[config.mk]
export PLATFORM = sky130hd
export DESIGN_NAME = fetch_unit
export DESIGN_NICKNAME = d
export VERILOG_FILES = /design/src/rtl/cpu_types_pkg.sv /design/src/rtl/fetch_unit.sv
export SDC_FILE = /design/constraint.sdc
export NUM_CORES = 1
export LEC_CHECK = 0
export ABC_AREA = 1
export CAP_MARGIN = 20
export CORE_AREA = 3 3 128 130
export CTS_BUF_LIST = sky130_fd_sc_hd__clkbuf_16
export CTS_CLUSTER_DIAMETER = 200
export DETAILED_ROUTE_END_ITERATION = 6
export DIE_AREA = 0 0 131 133
export GPL_TIMING_DRIVEN = 0
export PLACE_DENSITY = 0.83
export SLEW_MARGIN = 0
export SYNTH_ARGS = -nofsm -noshare
export SYNTH_HDL_FRONTEND = slang
export SYNTH_SLANG_ARGS = --single-unit
export TNS_END_PERCENT = 20
[constraint.sdc]
create_clock -name CLK -period 4.2 [get_ports CLK]
set_input_delay 0.63 -clock CLK [delete_from_list [all_inputs] [get_ports CLK]]
set_output_delay 0.63 -clock CLK [all_outputs]
set_load 0.02 [all_outputs]
[src/rtl/cpu_types_pkg.sv]
// Shared types and constants for the pipelined MIPS core.
package cpu_types_pkg;

    localparam int unsigned WORD_W   = 32;
    localparam int unsigned OPCODE_W = 6;

    typedef logic [WORD_W-1:0] word_t;

    typedef enum logic [1:0] {
        FETCH  = 2'd0,
        DRAIN  = 2'd1,
        HALTED = 2'd2
    } fetch_state_t;

    localparam logic [OPCODE_W-1:0] HALT_OPCODE = 6'b111111;

    // Clear the byte offset so every fetch address is word aligned.
    function automatic word_t word_align(input word_t addr);
        return addr & ~word_t'(3);
    endfunction

endpackage

[src/rtl/fetch_unit.sv]
// Instruction-fetch stage: owns the PC, talks to the icache and feeds IF/DC.
module fetch_unit
    import cpu_types_pkg::*;
#(
    parameter word_t                PC_INIT = 32'h0000_0000,
    parameter logic [OPCODE_W-1:0]  HALT_OP = HALT_OPCODE
) (
    input  logic        CLK,
    input  logic        nRST,
    input  logic        ihit,
    input  logic [31:0] imemload,
    input  logic        stall,
    input  logic        redirect_valid,
    input  logic [31:0] redirect_pc,
    output logic        iREN,
    output logic [31:0] imemaddr,
    output logic [31:0] npc_o,
    output logic [31:0] imemload_o,
    output logic        pipe_en,
    output logic        flush,
    output logic        halted,
    output logic [31:0] fetch_count
);

    fetch_state_t state;
    word_t        pc;
    word_t        tgt_r;
    word_t        count_r;
    word_t        pc_plus4;
    word_t        redirect_aligned;
    logic         accept;
    logic         is_halt;

    assign pc_plus4         = pc + word_t'(4);
    assign redirect_aligned = word_align(redirect_pc);
    assign is_halt          = (imemload[31:26] == HALT_OP);
    assign accept           = (state == FETCH) && ihit && !stall && !redirect_valid;

    // Control outputs: pipe_en/flush must follow this cycle's ihit and redirect,
    // and everything is quiet while reset is held.
    always_comb begin
        iREN       = 1'b0;
        pipe_en    = 1'b0;
        flush      = 1'b0;
        halted     = 1'b0;
        imemaddr   = pc;
        npc_o      = pc_plus4;
        imemload_o = imemload;
        fetch_count = count_r;
        if (nRST) begin
            iREN    = (state != HALTED);
            pipe_en = accept;
            flush   = redirect_valid;
            halted  = (state == HALTED);
        end
    end

    // PC, state, pending redirect target and accepted-instruction counter.
    always_ff @(posedge CLK or negedge nRST) begin
        if (!nRST) begin
            state   <= FETCH;
            pc      <= PC_INIT;
            tgt_r   <= '0;
            count_r <= '0;
        end else begin
            case (state)
                FETCH: begin
                    if (redirect_valid) begin
                        if (ihit) begin
                            pc <= redirect_aligned;
                        end else begin
                            // Miss outstanding: let the fill finish on the old address.
                            tgt_r <= redirect_aligned;
                            state <= DRAIN;
                        end
                    end else if (ihit && !stall) begin
                        pc      <= pc_plus4;
                        count_r <= count_r + word_t'(1);
                        if (is_halt) begin
                            state <= HALTED;
                        end
                    end
                end
                DRAIN: begin
                    if (ihit) begin
                        pc    <= redirect_valid ? redirect_aligned : tgt_r;
                        state <= FETCH;
                    end else if (redirect_valid) begin
                        tgt_r <= redirect_aligned;
                    end
                end
                HALTED: begin
                    if (redirect_valid) begin
                        pc    <= redirect_aligned;
                        state <= FETCH;
                    end
                end
                default: begin
                    state <= FETCH;
                end
            endcase
        end
    end

endmodule

==> results of run 1 <==
==> worst max path at each step <==
stage               cells after the start        end         from
global route                            7     halted     state[0]
detailed placement                      7    pipe_en         ihit
CTS                                     7    pipe_en         ihit
global placement                        4       iREN         nRST
floorplan                               6  npc_o[12]  imemaddr[3]
finish                                  7    pipe_en         ihit
==> kinds of logic (layout without fill, tap and decap cells) <==
family,after synthesis,in the layout,synth area share [%]
AND/OR/NAND/NOR,539,539,33.8
buffers and inverters,165,353,12.1
AO/OA/AOI/OAI,137,137,11.3
flip-flops,98,98,35.6
XOR/XNOR,32,32,4.39
multiplexers,9,9,1.74
adder cells (fa/ha/maj),6,6,1.09
==> critical path, stage by stage <==
cell	delay [ns]
clkdlybuf4s50_1	0.55
inv_2	0.07
nor2_4	0.10
nand2_2	0.11
clkbuf_1	0.29
nor2_1	0.15
clkdlybuf4s50_1	0.62
==> registers in the layout, summed over array words and instances (netlist names) <==
signal / cells
fetch_count: 32
imemaddr: 32
state: 2
tgt_r: 32
==> routing by layer <==
layer,global-route usage (%),up-vias,wire length [um]
li1,-,3495,-
met1,31.7,3202,8790
met2,38.2,347,9670
met3,4.00,53,1680
met4,8.80,0,625
met5,0,-,0
==> report_power, final <==
group	leakage [nW]	total [mW]	internal [mW]	switching, mW
Combinational	2.64	3.27	1.37	1.90
Clock	0.130	0.764	0.394	0.370
Sequential	1.22	1.67	1.29	0.381
Total	3.99	5.71	3.06	2.65
==> placed cells by master, fill, tap and decap left out, drive strengths merged <==
cell	synthesis	final
clkdlybuf4s50	0	170
o22ai	2	2
a21oi	65	65
mux2	9	9
o211ai	5	5
nand4	7	7
nand3	59	59
nor3	16	16
xnor2	6	6
dfrtp	98	98
nor4	1	1
o21ai	40	40
clkbuf	16	25
a31oi	14	14
and2	14	14
o311ai	1	1
clkinv	2	6
clkinvlp	0	2
nand2	338	338
a22oi	6	6
buf	53	55
nand3b	4	4
xor2	26	26
o2111ai	1	1
nor2	100	100
ha	6	6
inv	94	95
o221ai	3	3
==> stage by stage <==
stage | util, % | instance area (um2) | worst slack (ns) | std cells
2_1_floorplan | - | 6890 | 1.99 | 986
3_3_place_gp | 58.1 | 8870 | -2.01 | 1368
3_5_place_dp | 58.3 | 8890 | 0.986 | 1369
4_1_cts | 60.0 | 9150 | 1.00 | 1385
5_1_grt | 60.0 | 9150 | 0.947 | 1385
6_report | 60.0 | 9150 | 1.03 | 1385
==> Yosys cell counts (5+ instances only) <==
master,instances
xnor2_1,6
nor2_4,11
a22oi_1,6
inv_1,89
buf_4,38
and2_1,14
a21oi_1,64
mux2_4,5
nand2_1,329
o211ai_1,5
buf_6,6
a31oi_1,14
nor2_1,80
nand2_2,9
buf_2,8
o21ai_0,38
nand4_1,7
clkbuf_1,15
nor2_2,9
xor2_1,23
nand3_1,58
ha_1,6
nor3_1,14
dfrtp_1,98
==> layout make-up <==
class	count	area, um2	area share, %
repair buffers	172	1740	19.0
inverters	96	363	3.96
multi-input cells	723	3610	39.4
clock buffers	9	225	2.46
plain buffers	69	469	5.13
well taps	211	264	2.88
flip-flops and latches	98	2450	26.8
clock inverters	7	37.5	0.410
==> key figures, run 1 <==
STA
  • Setup violators final: 0
  • Final hold violation count: 0
  • Setup tns final: 0 ns
  • Minimum clock period: 3.17 ns
  • Unrepaired setup endpoints after global routing: false
  • Slew @ Worst Pin: 0.547 ns
  • Worst clock skew: 0.0107 ns
  • Fin. max-slew vios: 0
  • Min Hold Slack: 0.205 ns
  • Slew headroom: 63.5%
  • Max Clk Rate: 316 MHz
  • Tcrit/Tclk final: 75.4%

Layout
  • Share of layout cells above drive strength 1: 10.4%
  • Final nets: 1244
  • Antenna Cells: 0
  • Area delta synth->final: 32.8%
  • Filler cells: 1399

Logic synthesis
  • Mapped Area: 6890 um2
  • Ys Warns: 0
  • Seq cells post-synth: 98
  • Share of the synthesized area in the top cell type: 35.6%
  • Dominant synthesized flop cell: dfrtp_1
  • Syn nets: 1061
  • Synthesized instance count: 986
  • Number of synthesized flops with an enable pin: 0
  • Syn avg cell area: 6.99 um2
  • Yosys top cell by area: dfrtp_1
  • Sequential area share after synthesis: 35.6%
  • Synth unique cells: 42
  • Asr flop ratio synth: 100%
  • Top post-synthesis cells by area: dfrtp_1, nand2_1, inv_1, a21oi_1, nor2_1

Global route
  • Total congestion overflow: 0
  • GR Util All Layers: 23.7%
  • Initial antenna violation count: 0
  • Number of global-route vias before repair: 6749
  • First-pass GRT wire length: 33300 um
  • Largest net degree at the start of global routing: 73

Drt
  • DRT Pass-1 Iters: 6
  • Vias per inst: 5.12
  • Detailed Route WL: 20800 um
  • Final ANT Viol Nets: 0
  • DRT iter0 DRCs: 501
  • DRC: 0
  • Wire length per cell: 15.0 um
  • Vias: 7097

CTS
  • Post-CTS Setup Bufs: 0
  • Total CTS buffers: 9
  • H-tree depth: 3
  • CTS Hold Bufs: 0
  • Clock-pin slew on the worst setup and hold paths: 0.07 ns
  • Longest Clk Path Bufs: 2
  • CTS root buf: clkbuf_16
  • TritonCTS Sinks: 98
  • TritonCTS clock tree: yes
  • # resized after CTS: 0
  • Worst-skew pair later-pin latency: 0.36 ns

Die
  • Rows: 45
  • Core Footprint: 15300 um2
  • Die area: 17400 um2
  • Die W: 131 um
  • Initial core utilization: 45.2%
  • # IOs: 201
  • DIE HEIGHT: 133 um

Worst setup path
  • Worst R2R Path Depth: 9
  • Arrival @ worst endpoint: 2.54 ns
  • RR Endpoint: imemaddr[30]
  • Worst Setup End Kind: output pin
  • CP required: 3.57 ns
  • Reg2Reg Launch Point: state[1]
  • Setup CP Type: in -> out
  • CP startpoint kind: input port
  • CP Max Fanout: 10
  • R2R setup slack: 2.05 ns

Placement
  • Gpl congestion: 0.940
  • HPWL after DPL: 16300 um
  • I/O Buffers: 171

Power and ir drop
  • Tot Pwr: 5.71 mW
  • Leak pwr: 3.99 nW
  • Max VDD drop: 0.000291 V
  • PD cells: 624 nW/um2

Job
  • Max-Cap Viols: 0

Worst hold path
  • HP Class: in -> async

Run status
  • Status: complete, no violations
No activity file was read; power rests on OpenSTA's default activity.
==> run 2, diff against run 1 <==
CORE_AREA = 3 3 130 132   (was 3 3 128 130)
DIE_AREA = 0 0 133 135   (was 0 0 131 133)
PLACE_DENSITY = 0.84   (was 0.83)
clock period = 2.6 ns   (was 4.2 ns; I/O delays follow)
==> run 2 against run 1 <==
Net effect: global-route usage is 0.26 points lower; first-iteration DRC count fell by 3.0%; hold slack got worse by 0.15 ns; critical endpoint is now npc_o[6]; largest cell class unchanged.
==> key figures, run 2 (synthesis gave the netlist of run 1 again) <==
Worst setup path
  • CP peak stage delay: 0.66 ns
  • CP Max Fanout: 5
  • Worst R2R Path Depth: 7
  • Worst path bufs/invs: 1
  • CP required: 2.21 ns
  • Reg2Reg Launch Point: state[0]
  • Delay-heaviest family, CP: buffers and inverters
  • Worst Setup End Kind: output pin
  • Arrival @ worst endpoint: 2.17 ns
  • Critical path, cell by cell: ha_1 > nand3_1 > xor2_1 > clkdlybuf4s50_1
  • CP startpoint kind: register
  • R2R setup slack: 0.42 ns
  • RR Endpoint: imemaddr[8]
  • Setup CP Type: reg -> out
  • Slowest cell on the critical path: clkdlybuf4s50_1

Power and ir drop
  • Leak pwr: 4.11 nW
  • Sw frac: 45.6%
  • Tot Pwr: 9.26 mW
  • PD cells: 1000 nW/um2
  • Logic gate share of total power: 55.9%
  • Max VDD drop: 0.000528 V
  • Share of power burned in registers: 29.2%
  • Clock Power Share: 14.9%
  • P_int: 5.04 mW
  • P_sw: 4.22 mW

STA
  • Setup tns final: 0 ns
  • Final worst slack: 0.0353 ns
  • Min Hold Slack: 0.0579 ns
  • Fin. max-slew vios: 0
  • Tcrit/Tclk final: 98.6%
  • Worst clock skew: 0.00578 ns
  • Unrepaired setup endpoints after global routing: true
  • Max Clk Rate: 390 MHz
  • Final hold violation count: 0
  • Slew @ Worst Pin: 0.547 ns
  • Minimum clock period: 2.56 ns
  • Slew headroom: 63.0%
  • Setup violators final: 0

Drt
  • Vias per inst: 5.13
  • DRT iter0 DRCs: 486
  • Wire length per cell: 15.2 um
  • DRC: 0
  • Final ANT Viol Nets: 0
  • DRT Pass-1 Iters: 5
  • Vias: 7119
  • Detailed Route WL: 21100 um

Die
  • Die W: 133 um
  • DIE HEIGHT: 135 um
  • Core Footprint: 15800 um2
  • # IOs: 201
  • Initial core utilization: 43.5%
  • Die area: 18000 um2
  • Rows: 46

Job
  • Max-Cap Viols: 0

CTS
  • Longest Clk Path Bufs: 2
  • H-tree depth: 3
  • Clock-pin slew on the worst setup and hold paths: 0.07 ns
  • TritonCTS Sinks: 98
  • Post-CTS Setup Bufs: 0
  • CTS root buf: clkbuf_16
  • Total CTS buffers: 9
  • Worst-skew pair later-pin latency: 0.35 ns
  • TritonCTS clock tree: yes

Layout
  • Share of layout cells above drive strength 1: 11.1%
  • Reg area: 2460 um2
  • Antenna Cells: 0
  • Most frequent cells in the layout: nand2_1, clkdlybuf4s50_1, dfrtp_1
  • Commonest non-fill, non-tap cell in the layout: nand2_1
  • Final nets: 1244
  • Area delta synth->final: 33.8%
  • Filler cells: 1446
  • Final core utilization: 58.2%
  • Area of the multi-input gates: 3620 um2

Placement
  • HPWL after DPL: 16500 um
  • I/O Buffers: 171
  • Worst slack, placed: -0.111 ns
  • Gpl congestion: 0.954

Global route
  • Grt met2 use: 38.9%
  • Initial antenna violation count: 0
  • Gr busiest metal: met2
  • Total congestion overflow: 0
  • Met1 Usage GRT: 29.9%
  • First-pass GRT wire length: 34100 um
  • GR Util All Layers: 23.4%
  • Largest net degree at the start of global routing: 71
  • Met3 usage: 4.21%
  • Number of global-route vias before repair: 6912

Run status
  • Status: complete, no violations

Worst hold path
  • HP Class: in -> async
-- run 2: changes by cell type in the layout (fill, tap and decap cells not counted), sizes merged, moves of 2 or more --
| cell | before | now |
|---|---|---|
| dlymetal6s2s | 0 | 4 |
| dlygate4sd2 | 0 | 14 |
| clkdlybuf4s15 | 0 | 3 |
| bufinv | 0 | 2 |
| clkdlybuf4s50 | 170 | 146 |
| clkinv | 6 | 4 |
| clkinvlp | 2 | 0 |
-- run 2: how the worst max path moves through the flow --
stage,from,endpoint,slack (ns),cells past startpoint
after floorplan,imemaddr[3],npc_o[12],0.63,6
after global placement,nRST,pipe_en,-3.13,4
after detailed placement,ihit,pipe_en,-0.11,7
after CTS,imemaddr[3],npc_o[20],-0.23,9
final,imemaddr[3],npc_o[6],0.04,4
after global routing,imemaddr[3],npc_o[24],-0.007,9
-- run 2: per-stage QoR --
stage,area (um2),instances
final,9220,1388
after global routing,9220,1388
after CTS,9210,1388
after detailed placement,8900,1374
after global placement,8870,1373
after floorplan,6890,986
-- run 2: power groups by stage --
stage / combinational (mW) / clock, mW / sequential [mW]
after floorplan: 2.92 / 0 / 2.92
after global placement: 5.14 / 0 / 2.68
after detailed placement: 5.23 / 0 / 2.70
after CTS: 5.16 / 1.41 / 2.68
after global routing: 5.70 / 1.46 / 2.78
final: 5.17 / 1.38 / 2.70
-- run 2: worst reg2reg max path: cells and delay by family (launching register included) --
kind | cells | cell delay [ns]
adders and majority gates | 1 | 0.29
buffers and inverters | 4 | 0.92
AOI/OAI and AO/OA | 2 | 0.44
DFF | 1 | 0.40
-- run 2: timing repair --
action	CTS	global route
resized for setup	27	17
pin swaps	1	0
gates cloned	0	0
hold buffers	2	0
endpoints found under the setup margin	24	14
hold endpoints to repair	23	0
-- run 2: area by class of cell --
type | count | share of cell area, %
plain buffers | 67 | 5.04
clock buffers | 9 | 2.44
repair buffers | 174 | 18.9
inverters | 96 | 3.94
flip-flops and latches | 98 | 26.7
multi-input cells | 723 | 39.3
well taps | 216 | 2.93
clock inverters | 5 | 0.787
-- run 2: routing by layer --
| layer | part of all wire (%) | wire length [um] |
|---|---|---|
| met5 | 0 | 0 |
| met4 | 3.1 | 645 |
| met3 | 8.2 | 1730 |
| met2 | 47 | 9990 |
| met1 | 41 | 8710 |
